## src/rtl/keypad_bcd_pkg.sv

```systemverilog
// Shared constants and FSM state encoding for the keypad BCD encoder.
package keypad_bcd_pkg;

  localparam int unsigned BCD_W    = 4;
  localparam int unsigned NUM_KEYS = 10;

  typedef enum logic [1:0] {
    ST_IDLE = 2'd0,
    ST_DEB  = 2'd1,
    ST_HOLD = 2'd2,
    ST_REL  = 2'd3
  } state_t;

endpackage

```

## src/rtl/bcd_prio_enc.sv

```systemverilog
// Combinational 10->4 priority encoder: the highest set key index wins.
// o_multi flags more than one key line set.
module bcd_prio_enc
  import keypad_bcd_pkg::*;
(
  input  logic [NUM_KEYS-1:0] i_keys,
  output logic [BCD_W-1:0]    o_code,
  output logic                o_multi
);

  logic [NUM_KEYS-1:0] w_keys_m1;

  // Later iterations override earlier ones, so the highest index wins.
  always_comb begin
    o_code = '0;
    for (int i = 0; i < NUM_KEYS; i++) begin
      if (i_keys[i]) o_code = BCD_W'(i);
    end
  end

  // Clearing the lowest set bit leaves something only if two or more bits were set.
  assign w_keys_m1 = i_keys - {{(NUM_KEYS-1){1'b0}}, 1'b1};
  assign o_multi   = (i_keys & w_keys_m1) != '0;

endmodule

```

## src/rtl/keypad_bcd_encoder.sv

```systemverilog
// Decimal keypad to BCD encoder with synchroniser, press/release debounce
// and a multi-digit entry shift register.
// Optional macro KEYPAD_BCD_MULTI_KEY_ERR_EN: adds output err; a multi-key
// press then pulses err instead of being encoded.
module keypad_bcd_encoder
  import keypad_bcd_pkg::*;
#(
  parameter  int unsigned DEB_CYC    = 4,
  parameter  int unsigned NUM_DIGITS = 4,
  localparam int unsigned NDIG_W     = $clog2(NUM_DIGITS + 1),
  localparam int unsigned DIG_W      = BCD_W * NUM_DIGITS
) (
  input  logic                clk,
  input  logic                rst,
  input  logic [NUM_KEYS-1:0] key,
  input  logic                clr,
  output logic [BCD_W-1:0]    bcd,
  output logic                valid,
  output logic [DIG_W-1:0]    digits,
  output logic [NDIG_W-1:0]   ndig,
  output logic                busy
`ifdef KEYPAD_BCD_MULTI_KEY_ERR_EN
  ,
  output logic                err
`endif
);

  localparam int unsigned CNT_W = $clog2(DEB_CYC + 1);
  localparam logic [CNT_W-1:0] CNT_LAST = CNT_W'(DEB_CYC - 1);
  localparam logic [NDIG_W-1:0] NDIG_MAX = NDIG_W'(NUM_DIGITS);

  logic [NUM_KEYS-1:0] r_sync1;
  logic [NUM_KEYS-1:0] r_key_s;
  state_t              r_state;
  logic [NUM_KEYS-1:0] r_cap;
  logic [CNT_W-1:0]    r_cnt;
  logic [BCD_W-1:0]    r_bcd;
  logic                r_valid;
  logic [DIG_W-1:0]    r_digits;
  logic [NDIG_W-1:0]   r_ndig;
`ifdef KEYPAD_BCD_MULTI_KEY_ERR_EN
  logic                r_err;
`endif

  logic [BCD_W-1:0]    w_code;
  logic                w_multi;
  logic                w_deb_done;
  logic                w_accept;

  bcd_prio_enc u_enc (
    .i_keys  (r_cap),
    .o_code  (w_code),
    .o_multi (w_multi)
  );

  // DEB_CYC-th matching sample of the captured pattern.
  assign w_deb_done = (r_state == ST_DEB) && (r_key_s == r_cap) && (r_cnt == CNT_LAST);

`ifdef KEYPAD_BCD_MULTI_KEY_ERR_EN
  assign w_accept = w_deb_done && !w_multi;
`else
  assign w_accept = w_deb_done;
`endif

  // Two-flop synchroniser for the asynchronous key lines.
  always_ff @(posedge clk or posedge rst) begin
    if (rst) begin
      r_sync1 <= '0;
      r_key_s <= '0;
    end else begin
      r_sync1 <= key;
      r_key_s <= r_sync1;
    end
  end

  // Debounce FSM with registered bcd/valid (and err) outputs.
  always_ff @(posedge clk or posedge rst) begin
    if (rst) begin
      r_state <= ST_IDLE;
      r_cap   <= '0;
      r_cnt   <= '0;
      r_bcd   <= '0;
      r_valid <= 1'b0;
`ifdef KEYPAD_BCD_MULTI_KEY_ERR_EN
      r_err   <= 1'b0;
`endif
    end else begin
      r_valid <= 1'b0;
`ifdef KEYPAD_BCD_MULTI_KEY_ERR_EN
      r_err   <= 1'b0;
`endif
      unique case (r_state)
        ST_IDLE: begin
          if (r_key_s != '0) begin
            r_cap   <= r_key_s;
            r_cnt   <= '0;
            r_state <= ST_DEB;
          end
        end
        ST_DEB: begin
          if (r_key_s != r_cap) begin
            r_state <= ST_IDLE;
          end else if (r_cnt == CNT_LAST) begin
            r_state <= ST_HOLD;
`ifdef KEYPAD_BCD_MULTI_KEY_ERR_EN
            if (w_multi) begin
              r_err <= 1'b1;
            end else begin
              r_bcd   <= w_code;
              r_valid <= 1'b1;
            end
`else
            r_bcd   <= w_code;
            r_valid <= 1'b1;
`endif
          end else begin
            r_cnt <= r_cnt + CNT_W'(1);
          end
        end
        ST_HOLD: begin
          if (r_key_s == '0) begin
            r_cnt   <= '0;
            r_state <= ST_REL;
          end
        end
        ST_REL: begin
          // Any key activity before the release is debounced counts as still held.
          if (r_key_s != '0) begin
            r_state <= ST_HOLD;
          end else if (r_cnt == CNT_LAST) begin
            r_state <= ST_IDLE;
          end else begin
            r_cnt <= r_cnt + CNT_W'(1);
          end
        end
        default: r_state <= ST_IDLE;
      endcase
    end
  end

  // Entry register and digit count; clr has priority over a coincident accept.
  always_ff @(posedge clk or posedge rst) begin
    if (rst) begin
      r_digits <= '0;
      r_ndig   <= '0;
    end else if (clr) begin
      r_digits <= '0;
      r_ndig   <= '0;
    end else if (w_accept) begin
      // Left shift drops the oldest digit; also correct for a single-digit register.
      r_digits <= (r_digits << BCD_W) | DIG_W'(w_code);
      if (r_ndig != NDIG_MAX) r_ndig <= r_ndig + NDIG_W'(1);
    end
  end

  assign bcd    = r_bcd;
  assign valid  = r_valid;
  assign digits = r_digits;
  assign ndig   = r_ndig;
  assign busy   = (r_state != ST_IDLE);
`ifdef KEYPAD_BCD_MULTI_KEY_ERR_EN
  assign err    = r_err;
`endif

endmodule
```

## config.mk

```make
export PLATFORM = sky130hd
export DESIGN_NAME = keypad_bcd_encoder
export DESIGN_NICKNAME = d
export VERILOG_FILES = /design/src/rtl/keypad_bcd_pkg.sv /design/src/rtl/bcd_prio_enc.sv /design/src/rtl/keypad_bcd_encoder.sv
export SDC_FILE = /design/constraint.sdc
export NUM_CORES = 1
export LEC_CHECK = 0
export ABC_AREA = 1
export CAP_MARGIN = 10
export CORE_AREA = 2 2 67 69
export CTS_BUF_LIST = sky130_fd_sc_hd__clkbuf_4
export DETAILED_ROUTE_END_ITERATION = 16
export DIE_AREA = 0 0 69 71
export DONT_BUFFER_PORTS = 1
export PLACE_DENSITY_LB_ADDON = 0.1
export SKIP_CTS_REPAIR_TIMING = 1
export SLEW_MARGIN = 25
export SYNTH_ARGS = -nofsm -noshare
export SYNTH_HDL_FRONTEND = slang
export SYNTH_HIERARCHICAL = 1
export SYNTH_SLANG_ARGS = --single-unit
```

## constraint.sdc

```tcl
create_clock -name clk -period 5.3 [get_ports clk]
set_input_delay 1.06 -clock clk [delete_from_list [all_inputs] [get_ports clk]]
set_output_delay 1.06 -clock clk [all_outputs]
set_load 0.1 [all_outputs]
```

==> flow_summary.json <==
{
  "vias_per_cell": 5.17,
  "rows": 24,
  "critPathLaunchType": "flip-flop",
  "crit_arrival_ns": 1.62,
  "grt_usage_pct": 19.5,
  "grt.overflow.total": 0,
  "busiest_layer": "met2",
  "dp_hpwl_mm": 2.97,
  "finalNetCount": 302,
  "cts_buffer_depth": 2,
  "drt_pass1_iterations": 4,
  "die_h_um": 71,
  "gr-usage-met2_pct": 28.7,
  "port_buffers": 0,
  "criticalPathCategory": "flip-flop to output pin",
  "die_w_um": 69,
  "place_ws_ns": 3.02,
  "grt_pass1_wl_mm": 7.37,
  "setup_tns_ns": 0,
  "rsz0062_at_grt": "false",
  "fmaxAchievable_mhz": 373,
  "htreeDepth": 3,
  "critPathSlowestCell": "inv_1",
  "crit_path_max_incr_delay_ns": 0.65,
  "synth-warning-count": 6,
  "crit_required_ns": 4.24,
  "root_buffer": "clkbuf_4",
  "min_period_ns": 2.68,
  "drv_cap": 0,
  "tightest_slew_ns": 0.981,
  "status": "completed",
  "synthesis.area_um2": 2520,
  "gp_congestion": 0.855,
  "die_area_um2": 4900,
  "drc": 0,
  "worst_slack_ns": 2.62,
  "holdWs_ns": 0.347,
  "cts_num_sinks": 59,
  "design.portCount": 38,
  "antenna_found_initial": 0,
  "syn_to_final_growth_pct": 6.74,
  "post_drt_wl_per_cell_um": 12.6,
  "drive_above_1_share_pct": 10.0,
  "drt_iter0_drc": 90,
  "totalWireLength_mm": 4.31,
  "fillers": 359,
  "end_kind": "output pin",
  "via_count": 1769,
  "grt_use_met1_pct": 25.6,
  "avgSynthCellArea_um2": 9.12,
  "diodes": 0,
  "ant_nets": 0,
  "setup_violations": 0,
  "regArea_um2": 1480,
  "pwr_density_cell_nw_per_um2": 482,
  "place_area_um2": 2560,
  "skew_ns": 0.0148,
  "cts_inserted_buffers": 9,
  "cts_tree": "done",
  "worst_slew_margin_rel_pct": 34.6,
  "initial_core_util_pct": 60.1,
  "grt_pass1_vias": 1625,
  "hold_viol_final": 0,
  "multi_input_area_um2": 882,
  "finalCritPeriodShare_pct": 50.6,
  "grt_max_degree": 60,
  "cp_max_fo": 7,
  "syn-instance-count": 277,
  "core_area_um2": 4200,
  "path_cells": "nor2_1, inv_1",
  "syn-num-nets": 294,
  "total_leakage_power_nw": 1.43,
  "clkLatencyLatePin_ns": 0.39,
  "hp-class": "flip-flop to flip-flop",
  "max-vdd-ir-drop_mv": 0.227,
  "gr-usage-met3_pct": 8.40,
  "cts.clk_slew.worst_paths_ns": 0.09,
  "design_area_um2": 2700,
  "fin_util_pct": 64.1,
  "maxSlewViolCount": 0
}
==> flip-flops by register name, summed over array words and instances, names as in the netlist <==
signal and count:
bcd 4, digits 16, ndig 3, r_cap 10, r_cnt 3, r_key_s 10
r_state 2, r_sync1 10, valid 1
==> critical path, delay by kind of cell (launching register included) <==
kind | cells | cell delay [ns]
buffers and inverters | 1 | 0.65
flip-flops | 1 | 0.48
AND/OR/NAND/NOR | 1 | 0.11
==> metrics by stage <==
stage,total power [mW],std cells
floorplan,0.929,277
CTS,1.31,342
detailed placement,0.995,326
global placement,0.984,326
global route,1.40,342
finish,1.30,342
==> final cells by class <==
cell class | count | area share [%]
Tap cell | 52 | 2.41
Clock buffer | 13 | 3.62
Timing Repair Buffer | 1 | 0.279
Clock inverter | 3 | 1.44
Inverter | 34 | 4.74
Multi-Input combinational cell | 180 | 32.7
Sequential cell | 59 | 54.8
==> routing by layer <==
metal  vias up  part of all wire, %
li1        876                    -
met1       840                   46
met2        46                   46
met3         7                  6.4
met4         0                  1.6
met5         -                    0
==> worst paths after layout <==
check	start	endpoint	slack [ns]	cells past startpoint
max in group asynchronous	rst	r_cap[7]	4.06	2
worst max register to register	r_state[1]	r_cnt[0]	3.19	7
worst min-delay path	r_sync1[8]	r_key_s[8]	0.35	0
worst max-delay path	r_state[1]	busy	2.62	2
min in group asynchronous	rst	digits[12]	0.75	2
worst min register to register	r_sync1[8]	r_key_s[8]	0.35	0
==> power by group <==
| group | switching, mW | internal [mW] | total, mW | leakage (nW) |
|---|---|---|---|---|
| Clock | 0.150 | 0.163 | 0.314 | 0.0794 |
| Combinational | 0.254 | 0.119 | 0.373 | 0.596 |
| Sequential | 0.0934 | 0.518 | 0.611 | 0.753 |
| Total | 0.498 | 0.800 | 1.30 | 1.43 |
==> placed cells by master, fill, tap and decap left out, types with 2 or more instances in the layout <==
cell type,count
nand2_1,101
dfrtp_1,59
inv_1,32
nand3_1,22
nor2_1,13
clkbuf_4,13
o21ai_0,11
a21oi_1,7
xnor2_1,5
nand4_1,4
nor2_4,4
ha_1,4
mux2_2,2
inv_2,2
Power figures use the tool's default switching activity.
